[config.mk]
export PLATFORM = sky130hd
export DESIGN_NAME = outport_hs
export DESIGN_NICKNAME = d
export VERILOG_FILES = /design/src/rtl/outport_hs.sv
export SDC_FILE = /design/constraint.sdc
export NUM_CORES = 1
export LEC_CHECK = 0
export CAP_MARGIN = 5
export CORE_MARGIN = 10
export CORE_UTILIZATION = 40
export CTS_CLUSTER_SIZE = 8
export DETAILED_ROUTE_END_ITERATION = 16
export SETUP_SLACK_MARGIN = 0.02
export SKIP_CTS_REPAIR_TIMING = 1
export SYNTH_ARGS = -nofsm -noshare
export SYNTH_HDL_FRONTEND = slang
export SYNTH_SLANG_ARGS = --single-unit
[constraint.sdc]
create_clock -name clk -period 5.7 [get_ports clk]
set_clock_uncertainty 0.05 [all_clocks]
set_input_delay 0.57 -clock clk [delete_from_list [all_inputs] [get_ports clk]]
set_output_delay 0.57 -clock clk [all_outputs]
set_load 0.01 [all_outputs]
[src/rtl/outport_hs.sv]
// Buffered output port: processor writes are queued in a small FIFO and sent to an
// asynchronous peripheral over a 4-phase req/ack handshake; status readback and drain interrupt.
module outport_hs #(
    parameter logic [7:0] ADDR      = 8'h00,
    parameter logic [7:0] STAT_ADDR = 8'h01,
    parameter int         WIDTH     = 8,
    parameter int         DEPTH     = 4
) (
    input  logic             clk,
    input  logic             rst_n,
    input  logic [7:0]       address,
    input  logic [WIDTH-1:0] value_in,
    input  logic             wen,
    input  logic             ren,
    input  logic             int_en,
    output logic [WIDTH-1:0] port_out,
    output logic             port_req,
    input  logic             port_ack,
    output logic [7:0]       status_out,
    output logic             int_out
);

    // Handshake: port_out is loaded on IDLE->SETUP, port_req rises one cycle later on
    // SETUP->REQ, falls once the synchronized ack is seen high, and the transfer
    // completes when the synchronized ack returns low.
    localparam int         PW      = (DEPTH == 4) ? 2 : 1;
    localparam logic [2:0] DEPTH_C = 3'(DEPTH);

    typedef enum logic [1:0] {
        IDLE    = 2'd0,
        SETUP   = 2'd1,
        REQ     = 2'd2,
        RELEASE = 2'd3
    } state_t;

    state_t state, state_nxt;

    logic [WIDTH-1:0] mem [DEPTH];
    logic [PW-1:0]    wr_ptr, rd_ptr;
    logic [2:0]       count;
    logic             ack_s1, ack_s;
    logic             overflow;
    logic             full, empty;
    logic             push, drop, pop, stat_rd, done, req_nxt;

    assign full    = (count == DEPTH_C);
    assign empty   = (count == 3'd0);
    assign push    = wen && (address == ADDR) && !full;
    assign drop    = wen && (address == ADDR) && full;
    assign stat_rd = ren && (address == STAT_ADDR);

    always_comb begin
        state_nxt = state;
        req_nxt   = port_req;
        pop       = 1'b0;
        done      = 1'b0;
        case (state)
            IDLE: begin
                if (!empty) begin
                    pop       = 1'b1;
                    state_nxt = SETUP;
                end
            end
            SETUP: begin
                req_nxt   = 1'b1;
                state_nxt = REQ;
            end
            REQ: begin
                if (ack_s) begin
                    req_nxt   = 1'b0;
                    state_nxt = RELEASE;
                end
            end
            RELEASE: begin
                if (!ack_s) begin
                    done      = 1'b1;
                    state_nxt = IDLE;
                end
            end
            default: state_nxt = IDLE;
        endcase
    end

    always_ff @(posedge clk or negedge rst_n) begin
        if (!rst_n) begin
            state    <= IDLE;
            port_req <= 1'b0;
            port_out <= '0;
        end else begin
            state    <= state_nxt;
            port_req <= req_nxt;
            if (pop) begin
                port_out <= mem[rd_ptr];
            end
        end
    end

    // Two-flop synchronizer for the asynchronous acknowledge.
    always_ff @(posedge clk or negedge rst_n) begin
        if (!rst_n) begin
            ack_s1 <= 1'b0;
            ack_s  <= 1'b0;
        end else begin
            ack_s1 <= port_ack;
            ack_s  <= ack_s1;
        end
    end

    always_ff @(posedge clk) begin
        if (push) begin
            mem[wr_ptr] <= value_in;
        end
    end

    always_ff @(posedge clk or negedge rst_n) begin
        if (!rst_n) begin
            wr_ptr <= '0;
            rd_ptr <= '0;
            count  <= 3'd0;
        end else begin
            if (push) begin
                wr_ptr <= wr_ptr + 1'b1;
            end
            if (pop) begin
                rd_ptr <= rd_ptr + 1'b1;
            end
            case ({push, pop})
                2'b10:   count <= count + 3'd1;
                2'b01:   count <= count - 3'd1;
                default: count <= count;
            endcase
        end
    end

    // Sticky flags: a set event on the same edge as a status read wins over the clear.
    always_ff @(posedge clk or negedge rst_n) begin
        if (!rst_n) begin
            int_out    <= 1'b0;
            overflow   <= 1'b0;
            status_out <= 8'h00;
        end else begin
            if (done && empty && !push && int_en) begin
                int_out <= 1'b1;
            end else if (stat_rd) begin
                int_out <= 1'b0;
            end
            if (drop) begin
                overflow <= 1'b1;
            end else if (stat_rd) begin
                overflow <= 1'b0;
            end
            if (stat_rd) begin
                status_out <= {count, 1'b0, int_out, overflow, full, empty};
            end
        end
    end

endmodule

==> results of run 1 <==
[through the flow]
step                setup WS (ns)  hold slack (ns)
global route                2.775           0.3181
global placement            2.652           0.2916
detailed placement          2.589           0.2977
finish                      2.948           0.3073
floorplan                   3.145           0.2244
CTS                         2.939           0.3129
[area by class of cell]
class                           count  area share [%]
Clock buffer                        9           3.863
Sequential cell                    61           52.59
Clock inverter                      7           2.809
Multi-Input combinational cell     86           24.54
Inverter                           10           1.171
Timing Repair Buffer               39           12.10
Tap cell                           75           2.926
[worst max path at each step]
| stage | end | slack (ns) | from |
|---|---|---|---|
| 3_3_place_gp | count[2]$_DFFE_PN0P_ | 2.65 | address[5] |
| 5_1_grt | count[2]$_DFFE_PN0P_ | 2.78 | address[5] |
| 3_5_place_dp | count[1]$_DFFE_PN0P_ | 2.59 | address[5] |
| 2_1_floorplan | count[1]$_DFFE_PN0P_ | 3.14 | address[5] |
| 4_1_cts | count[1]$_DFFE_PN0P_ | 2.94 | address[5] |
| 6_report | count[1]$_DFFE_PN0P_ | 2.95 | address[5] |
[cell usage after synthesis, types with 3 or more instances]
cell type	count
dfrtp_1	29
nor2_1	3
nand2_1	28
ha_1	9
xnor2_1	4
mux2_4	7
mux4_2	8
edfxtp_1	32
and2_1	4
inv_1	9
[metal layers]
layer | wire, µm | vias up | global-route usage (%) | share of wire, %
met3 | 188 | 8 | 4.567 | 4.0
met5 | 0 | - | 0 | 0
li1 | - | 660 | - | -
met4 | 63 | 0 | 4.631 | 1.3
met1 | 2089 | 707 | 11.86 | 44
met2 | 2388 | 28 | 16.67 | 50
[kinds of logic after synthesis]
| group | count (synthesis) | synth area share (%) |
|---|---|---|
| mux | 17 | 12.11 |
| compound gates | 7 | 2.313 |
| buf+inv | 15 | 2.706 |
| flops | 61 | 66.34 |
| fa+ha+maj | 10 | 5.217 |
| simple gates | 45 | 9.105 |
| other cells | 1 | 0.1475 |
| xor+xnor | 6 | 2.067 |
[sequential cells by signal, summed over array words and instances (netlist names)]
name / flops
status_out: 7
mem: 32
ack_s: 1
ack_s1: 1
state: 2
count: 3
wr_ptr: 2
overflow: 1
rd_ptr: 2
int_out: 1
port_out: 8
port_req: 1
[where the power goes]
part / switching (mW) / internal, mW
combinational: 0.174 / 0.219
sequential: 0.0847 / 0.533
clock: 0.163 / 0.243
total: 0.422 / 0.995
==> flow_summary.toml, run 1 <==
[floorplanning]
core-area_mm2 = 0.006061
io_pins = 40
die_h_um = 99.73
die_width_um = 99.73
placementRows = 28
start_util_pct = 41.95
die_area_mm2 = 0.009945

[timing]
timing.fmax_ghz = 0.3634
hold_viol = 0
setup_viol = 0
relSlewSlack_pct = 49.61
worst_pin_slew_ns = 0.7513
setup-tns-final_ns = 0
layout_worst_path_cycle_share_pct = 48.28
period_needed_ns = 2.752
slew_viol_final = 0
grt_setup_unrepaired = "false"

[route]
drtAntennaViolNets = 0
viasPerCell = 4.889
firstDrtPassIters = 4
vias = 1403
drc = 0
wirelength_um = 4730
wl_per_cell_um = 16.48
drtIter0Drc = 77

[setup_path]
timing.rr.start = "count[1]$_DFFE_PN0P_"
cp.arrival_ns = 2.95
ff2ff_path_depth = 6
worst_setup_path_start_kind = "primary input"
crit_chain = "clkdlybuf4s50_1 > or4_4 > nor4_4 > inv_1 > ha_1 > inv_1 > fa_1 > o21ai_0"
crit_path_top_delay_cell = "or4_4"
rrSetupSlack_ns = 3.30
path_depth = 8
critical_path_class = "primary input to flop"
endpoint_kind = "flop"
critPathBufInv = 3
cp.required_ns = 5.90
cp_max_fo = 8
reg2reg_to = "count[1]$_DFFE_PN0P_"
crit_path_frequent_cell = "inv_1"
crit_family = "simple AND/OR/NAND/NOR gates"
cpPeakStageDelay_ns = 0.56

[grt]
grt_usage_pct = 10.45
gr-total-overflow = 0
grt_pass1_wl_um = 8031
grt_pass1_vias = 1572
antenna_found_initial = 0
grt_max_degree = 30

[layout]
layout.nets = 239
drive_above_1_share_pct = 17.92
final_common_cell = "clkdlybuf4s50_1"
multi_input_area_um2 = 787.0
fin_cells = 287
areaGrowthSynthToFinish_pct = 26.13
fillCellCount = 516
fin_area_mm2 = 0.003207
final_util_pct = 52.91
seqCellArea_mm2 = 0.001687
n_antenna_cell = 0
final_cell_mix = "clkdlybuf4s50_1, edfxtp_1, dfrtp_1, nand2_1"

[clock_network]
cts_buffers = 9
insertion_delay_ns = 0.33
clk_pin_slew_ns = 0.07
cts_root_buffer = "clkbuf_8"
cts.htree.levels = 3
cts_num_sinks = 61
clockBufferDepth = 2
cts_tree = "yes"

[yosys]
avgSynthCellArea_um2 = 15.69
synth_edf_count = 32
ys_ff_latch = 61
synth.largest_area_cell = "edfxtp_1"
synth_async_sr_flop_share_pct = 47.54
seq_area_frac_synth_pct = 66.34
synthCells = 162
yosys_warnings = 0
synth_cell_type_count = 36
synth_top_area_share_pct = 37.80
synthTopCellsByArea = "edfxtp_1, dfrtp_1, mux4_2"
synth_ff_type = "edfxtp_1"
syn_area_mm2 = 0.002542
syn_nets = 194

[outcome]
status = "complete, no violations"

[power]
p_leak_nw = 1.300
power.density_mw_per_mm2 = 441.8
vdd_drop_max_mv = 0.2414
total_power_mw = 1.417

[placed_design]
place_area_mm2 = 0.002993
port_buffers = 38
dp_hpwl_um = 3446
place_inst = 271
gp_congestion = 0.7535

[worst_hold_path]
hp-class = "flop to flop"
min_to = "ack_s$_DFF_PN0_"
min_delay_path_depth = 0
worstHoldStart = "ack_s1$_DFF_PN0_"

[run]
maxCapViolations = 0
(Power assumes the default switching activity.)
==> inputs of run 2 (changes only) <==
==> constraint.sdc (replaced) <==
create_clock -name clk -period 2.6 [get_ports clk]
set_clock_uncertainty 0.05 [all_clocks]
set_input_delay 0.26 -clock clk [delete_from_list [all_inputs] [get_ports clk]]
set_output_delay 0.26 -clock clk [all_outputs]
set_load 0.01 [all_outputs]
==> run 2 against run 1 <==
Against the previous run: worst hold slack worse by 0.034 ns; utilization is 1.1 points higher; routed wire length is 1.9% lower; cell area is 2.0% higher; sequential cell count stayed put; combinational power is 120% higher; via count is 0.57% lower; critical path type is now flop to flop; largest power group unchanged.
==> flow_summary.toml, run 2 (synthesized netlist as in run 1, its figures left out) <==
[timing]
worst_pin_slew_ns = 0.5746
slew_viol_final = 0
period_needed_ns = 2.254
layout_worst_path_cycle_share_pct = 86.67
timing.fmax_ghz = 0.4438
setup-tns-final_ns = 0
hold_viol = 0
setup_viol = 0
relSlewSlack_pct = 61.69
grt_setup_unrepaired = "false"

[route]
drc = 0
viasPerCell = 4.777
vias = 1395
wl_per_cell_um = 15.89
firstDrtPassIters = 4
wirelength_um = 4641
drtIter0Drc = 74
drtAntennaViolNets = 0

[placed_design]
port_buffers = 38
dp_hpwl_um = 3390
place_area_mm2 = 0.003080
gp_congestion = 0.7361
place_inst = 276

[floorplanning]
die_area_mm2 = 0.009945
die_h_um = 99.73
start_util_pct = 41.95
placementRows = 28
io_pins = 40
die_width_um = 99.73
core-area_mm2 = 0.006061

[clock_network]
cts_root_buffer = "clkbuf_8"
cts_num_sinks = 61
insertion_delay_ns = 0.33
cts.htree.levels = 3
cts_buffers = 9
cts_tree = "yes"
clockBufferDepth = 2
clk_pin_slew_ns = 0.06

[grt]
grt_pass1_wl_um = 7803
grt_pass1_vias = 1545
grt_max_degree = 30
antenna_found_initial = 0
grt_usage_pct = 10.11
gr-total-overflow = 0

[layout]
fin_cells = 292
reg_top3 = "mem: 32 flops, port_out: 8 flops, status_out: 7 flops"
layout.nets = 244
n_antenna_cell = 0
top_register = "mem"
drive_above_1_share_pct = 18.89
largest_register_ffs = 32
fillCellCount = 500
final_common_cell = "clkdlybuf4s50_1"
areaGrowthSynthToFinish_pct = 28.69
final_cell_mix = "clkdlybuf4s50_1, edfxtp_1, dfrtp_1, nand2_1"
fin_area_mm2 = 0.003272

[outcome]
status = "complete, no violations"

[power]
power.density_mw_per_mm2 = 918.7
total_power_mw = 3.006
p_leak_nw = 1.324
vdd_drop_max_mv = 0.4477

[setup_path]
rrSetupSlack_ns = 0.35
cp_max_fo = 10
endpoint_kind = "flop"
critical_path_class = "flop to flop"
cp.arrival_ns = 2.46
reg2reg_to = "count[2]$_DFFE_PN0P_"
crit_chain = "inv_1 > ha_1 > o31ai_4 > inv_2 > ha_1 > inv_1 > fa_1 > xor2_1 > nor2_1 > xor2_1"
worst_setup_path_start_kind = "flop"
crit_path_top_delay_cell = "dfrtp_1"
ff2ff_path_depth = 10
timing.rr.start = "state[0]$_DFFE_PN0P_"
cp.required_ns = 2.80
cpPeakStageDelay_ns = 0.42
startpoint = "state[0]$_DFFE_PN0P_"

[run]
maxCapViolations = 0

[worst_hold_path]
hp-class = "primary input to asynchronous set/reset pin"
## run 2: cell count changes in the layout (fill, tap and decap cells not counted), sizes merged
cell,change
clkbuf,+2
buf,+5
clkinv,-1
bufinv,-1
## run 2: cell type report
| type | count | area (µm²) | area share [%] |
|---|---|---|---|
| flip-flops and latches | 61 | 1687 | 51.55 |
| multi-input cells | 86 | 795.8 | 24.32 |
| repair buffers | 44 | 475.5 | 14.53 |
| clock buffers | 11 | 131.4 | 4.015 |
| well taps | 75 | 93.84 | 2.868 |
| clock inverters | 5 | 51.30 | 1.568 |
| inverters | 10 | 37.54 | 1.147 |
## run 2: worst max-delay path by stage
stage / to / slack (ns)
2_1_floorplan: count[1]$_DFFE_PN0P_ / 0.35
3_3_place_gp: count[2]$_DFFE_PN0P_ / 0.05
3_5_place_dp: count[2]$_DFFE_PN0P_ / 0.02
4_1_cts: count[2]$_DFFE_PN0P_ / 0.14
5_1_grt: count[2]$_DFFE_PN0P_ / 0.12
6_report: count[2]$_DFFE_PN0P_ / 0.35
## run 2: metal layers
metal / vias up / global-route usage, % / wire length, µm
met3: 10 / 2.976 / 180
met2: 23 / 16.13 / 2404
met4: 0 / 5.292 / 80
met1: 688 / 12.05 / 1976
met5: - / 0 / 0
li1: 674 / - / -
## run 2: through the flow
| step | util [%] | worst slack (ns) | hold slack (ns) |
|---|---|---|---|
| final | 53.98 | 0.3465 | 0.2737 |
| after global routing | 53.98 | 0.1231 | 0.3084 |
| after detailed placement | 50.83 | 0.02330 | 0.3046 |
| after global placement | 50.83 | 0.04873 | 0.2923 |
| after floorplan | - | 0.3548 | -0.08559 |
| after CTS | 53.84 | 0.1432 | 0.2766 |
## run 2: where the power goes
group          switching (mW)  internal, mW  leakage, nW  total [mW]
combinational           0.376         0.485        0.583       0.861
sequential              0.198          1.17        0.650        1.37
clock                   0.343         0.436       0.0907       0.780
## run 2: worst max-delay path, delay by kind of cell, from the launching register on
kind / cells / cell delay [ns]
AO/OA/AOI/OAI: 1 / 0.16
flip-flops: 1 / 0.42
buffers and inverters: 3 / 0.34
adder cells (fa/ha/maj): 3 / 0.81
XOR/XNOR: 2 / 0.29
AND/OR/NAND/NOR: 1 / 0.11
==> inputs of run 3 (changes only) <==
--- a/config.mk
+++ b/config.mk
@@ -8,6 +8,7 @@
 export CAP_MARGIN = 5
 export CORE_MARGIN = 10
 export CORE_UTILIZATION = 40
+export CTS_BUF_LIST = sky130_fd_sc_hd__clkbuf_8
 export CTS_CLUSTER_SIZE = 8
 export DETAILED_ROUTE_END_ITERATION = 16
 export SETUP_SLACK_MARGIN = 0.02
==> run 3 against run 2 <==
Against the previous run: die area did not move; setup slack about the same; clock-buffer cell count shrank 2; utilization stayed put; fmax barely moved; combinational power about the same; clock power down 0.9%; via count barely moved; worst hold slack barely moved; critical path depth unchanged; routed wire length is 0.15% lower; critical path type unchanged.
==> flow_summary.toml, run 3 (synthesized netlist as in run 1, its figures left out) <==
[clock_network]
clockBufferDepth = 2
cts_root_buffer = "clkbuf_8"
cts_num_sinks = 61
cts_buffers = 9
insertion_delay_ns = 0.33
cts_tree = "yes"
cts.htree.levels = 3
clk_pin_slew_ns = 0.06

[layout]
n_antenna_cell = 0
top_register = "mem"
reg_top3 = "mem: 32 flops, port_out: 8 flops, status_out: 7 flops"
layout.nets = 244
largest_register_ffs = 32
final_cell_mix = "clkdlybuf4s50_1, edfxtp_1, dfrtp_1, nand2_1, inv_1"
final_common_cell = "clkdlybuf4s50_1"
areaGrowthSynthToFinish_pct = 28.69
drive_above_1_share_pct = 18.89

[route]
viasPerCell = 4.774
vias = 1394
drtAntennaViolNets = 0
drc = 0
firstDrtPassIters = 4
wirelength_um = 4634
drtIter0Drc = 65
wl_per_cell_um = 15.87

[power]
vdd_drop_max_mv = 0.4478
p_leak_nw = 1.332
total_power_mw = 2.998
power.density_mw_per_mm2 = 916.2

[run]
maxCapViolations = 0

[timing]
hold_viol = 0
grt_setup_unrepaired = "false"
relSlewSlack_pct = 61.55
timing.final.ws_setup_ns = 0.3469
setup_viol = 0
timing.fmax_ghz = 0.4438
worst_pin_slew_ns = 0.5768
setup-tns-final_ns = 0
slew_viol_final = 0
layout_worst_path_cycle_share_pct = 86.66
period_needed_ns = 2.253

[grt]
grt_max_degree = 30
use_met3_pct = 2.976
antenna_found_initial = 0
busiest_layer = "met2"
gr-total-overflow = 0
grt_pass1_vias = 1547
grt_util_met2_pct = 16.13
met1_usage_pct = 12.05
grt_pass1_wl_um = 7810
grt_usage_pct = 10.11

[floorplanning]
start_util_pct = 41.95
io_pins = 40
die_width_um = 99.73
die_area_mm2 = 0.009945
placementRows = 28
die_h_um = 99.73
core-area_mm2 = 0.006061

[setup_path]
worst_setup_path_start_kind = "flop"
cp.required_ns = 2.80
crit_chain = "inv_1 > ha_1 > o31ai_4 > inv_2 > ha_1 > inv_1 > fa_1 > xor2_1 > nor2_1 > xor2_1"
cp_max_fo = 10
endpoint_kind = "flop"
cp.arrival_ns = 2.46
cpPeakStageDelay_ns = 0.42
critical_path_class = "flop to flop"
crit_path_top_delay_cell = "dfrtp_1"

[outcome]
status = "complete, no violations"

[placed_design]
gp_congestion = 0.7361
port_buffers = 38
pre_cts_slack_ns = 0.02330
dp_hpwl_um = 3390

[worst_hold_path]
hp-class = "primary input to asynchronous set/reset pin"
run 3: routing by layer:
| metal | up-vias | routed length [µm] |
|---|---|---|
| met5 | - | 0 |
| met4 | 0 | 80 |
| met3 | 10 | 180 |
| met2 | 23 | 2407 |
| met1 | 687 | 1966 |
| li1 | 674 | - |
run 3: worst paths after layout:
check	start	to	slack, ns	cells past startpoint
min	rst_n	status_out[0]$_DFFE_PN0P_	0.27	2
min reg2reg	ack_s1$_DFF_PN0_	ack_s$_DFF_PN0_	0.31	0
max in group asynchronous	rst_n	wr_ptr[1]$_DFFE_PN0P_	1.95	2
max reg2reg	state[0]$_DFFE_PN0P_	count[2]$_DFFE_PN0P_	0.35	10
min in group clk	ack_s1$_DFF_PN0_	ack_s$_DFF_PN0_	0.31	0
max	state[0]$_DFFE_PN0P_	count[2]$_DFFE_PN0P_	0.35	10
run 3: per-stage QoR:
stage          hold WS (ns)  cells  util [%]  area (µm²)
6_report             0.2737    292     53.98        3272
3_3_place_gp         0.2923    276     50.83        3080
5_1_grt              0.3082    292     53.98        3272
2_1_floorplan      -0.08559    162         -        2542
3_5_place_dp         0.3046    276     50.83        3080
4_1_cts              0.2766    292     53.84        3263
run 3: final cells by class:
type                       count  area [µm²]
fill                         500        2789
clock inverter                 7       58.81
sequential                    61        1687
timing repair buffer          44       475.5
tap                           75       93.84
multi-input combinational     86       795.8
clock buffer                   9       123.9
inverter                      10       37.54
run 3: power by group:
part           total (mW)  switching, mW  internal, mW
sequential           1.36          0.197          1.17
clock               0.773          0.344         0.428
combinational       0.861          0.376         0.485
run 3: worst max-delay path: cells and delay by family (launching register included):
| kind | cells | cell delay [ns] |
|---|---|---|
| flip-flops | 1 | 0.42 |
| AO/OA/AOI/OAI | 1 | 0.16 |
| adder cells (fa/ha/maj) | 3 | 0.81 |
| buffers and inverters | 3 | 0.34 |
| AND/OR/NAND/NOR | 1 | 0.11 |
| XOR/XNOR | 2 | 0.29 |
==> RTL change: new RTL, flow settings as in run 1 <==
Make the reset (`rst_n`) synchronous in 4 clocked blocks. Comments in the files are not updated.
--- a/src/rtl/outport_hs.sv
+++ b/src/rtl/outport_hs.sv
@@ -81,7 +81,7 @@
         endcase
     end
 
-    always_ff @(posedge clk or negedge rst_n) begin
+    always_ff @(posedge clk) begin
         if (!rst_n) begin
             state    <= IDLE;
             port_req <= 1'b0;
@@ -96,7 +96,7 @@
     end
 
     // Two-flop synchronizer for the asynchronous acknowledge.
-    always_ff @(posedge clk or negedge rst_n) begin
+    always_ff @(posedge clk) begin
         if (!rst_n) begin
             ack_s1 <= 1'b0;
             ack_s  <= 1'b0;
@@ -112,7 +112,7 @@
         end
     end
 
-    always_ff @(posedge clk or negedge rst_n) begin
+    always_ff @(posedge clk) begin
         if (!rst_n) begin
             wr_ptr <= '0;
             rd_ptr <= '0;
@@ -133,7 +133,7 @@
     end
 
     // Sticky flags: a set event on the same edge as a status read wins over the clear.
-    always_ff @(posedge clk or negedge rst_n) begin
+    always_ff @(posedge clk) begin
         if (!rst_n) begin
             int_out    <= 1'b0;
             overflow   <= 1'b0;
Formal check against the unedited RTL: differs if rst_n is asserted again (counterexample within 4 cycles, from zero or initial values and one cycle with rst_n low); with rst_n held inactive, the same outputs for 10 cycles.
==> RTL change against run 1 <==
Wire length fell by 2.1%. Cell area down 1.8%. Synthesized area fell by 0.79%. Hold slack gained 78 ps. Cell count increased by 8.0%. Worst setup slack lost 180 ps. Global-route usage shrank 0.71 points. Non-clock buffer count is the same. Sequential cell count unchanged. Highest routed layer unchanged.
Power is not compared: it rests on default switching activity, and its combinational part moved more than twofold at a synthesized area within 25%.
==> RTL change: results (changes against run 1) <==
| Metric | Value |
|---|---|
| Number of DRC markers in iteration 0 | 69 (was 77) |
| M1 GR Usage | 11.50% (was 11.86%) |
| Worst flop-to-flop path endpoint | count[2] (was count[1]) |
| Hpwl dp | 3350 microns (was 3446 microns) |
| Syn Area/Cell | 13.35 sq um (was 15.69 sq um) |
| Worst EP arrival | 3140 ps (was 2950 ps) |
| Worst Hold Margin | 385.6 ps (was 307.3 ps) |
| Largest cells by area after synthesis | edfxtp_1 38%, dfxtp_1 23%, mux4_2 7.1% (was edfxtp_1 38%, dfrtp_1 29%, mux4_2 7.1%) |
| Vias in the first global route | 1496 (was 1572) |
| Metal3 WL | 301 microns (was 188 microns) |
| # nets final | 262 (was 239) |
| Xor/xnor share of the synthesized area | 1.389% (was 2.067%) |
| Worst hold endpoint | ack_s (unchanged) |
| Fill count | 541 (was 516) |
| Sequential area share after synthesis | 61.11% (was 66.34%) |
| Met2 Track Usage GR | 14.38% (was 16.67%) |
| Syn_nets | 221 (was 194) |
| Status | complete, no violations (unchanged) |
| Metal-1 WL | 2111 microns (was 2089 microns) |
| Total Wirelength | 4632 microns (was 4730 microns) |
| Share of cells above drive strength 1 | 12.34% (was 17.92%) |
| Reg2reg setup slack | 3120 ps (was 3300 ps) |
| Distinct cells, synth | 38 (was 36) |
| Worst r2r src | count[2] (was count[1]) |
| Routed length per instance | 14.94 microns (was 16.48 microns) |
| Ys async rst share | 0% (was 47.54%) |
| Critical path's largest stage delay | 580 ps (was 560 ps) |
| Mux cell area share after synthesis | 11.11% (was 12.11%) |
-- RTL change: critical path, delay by kind of cell --
family | cells | cell delay, ps
adder cells (fa/ha/maj) | 2 | 400
AND/OR/NAND/NOR | 3 | 1380
buffers and inverters | 3 | 580
XOR/XNOR | 1 | 70
AO/OA/AOI/OAI | 1 | 140
-- RTL change: where the power goes --
group | internal [mW] | leakage [nW] | total [mW] | switching (mW)
Sequential | 0.484 | 0.522 | 0.511 | 0.0277
Combinational | 0.0932 | 0.416 | 0.168 | 0.0745
Clock | 0.200 | 0.0870 | 0.357 | 0.157
Total | 0.776 | 1.02 | 1.04 | 0.259
-- RTL change: area by class of cell --
type	count	area, sq um	area share, %
tap	75	93.84	2.980
inverter	9	33.78	1.073
multi-input combinational	110	907.1	28.80
sequential	61	1541	48.95
timing repair buffer	39	387.9	12.32
clock inverter	5	53.80	1.708
clock buffer	11	131.4	4.172
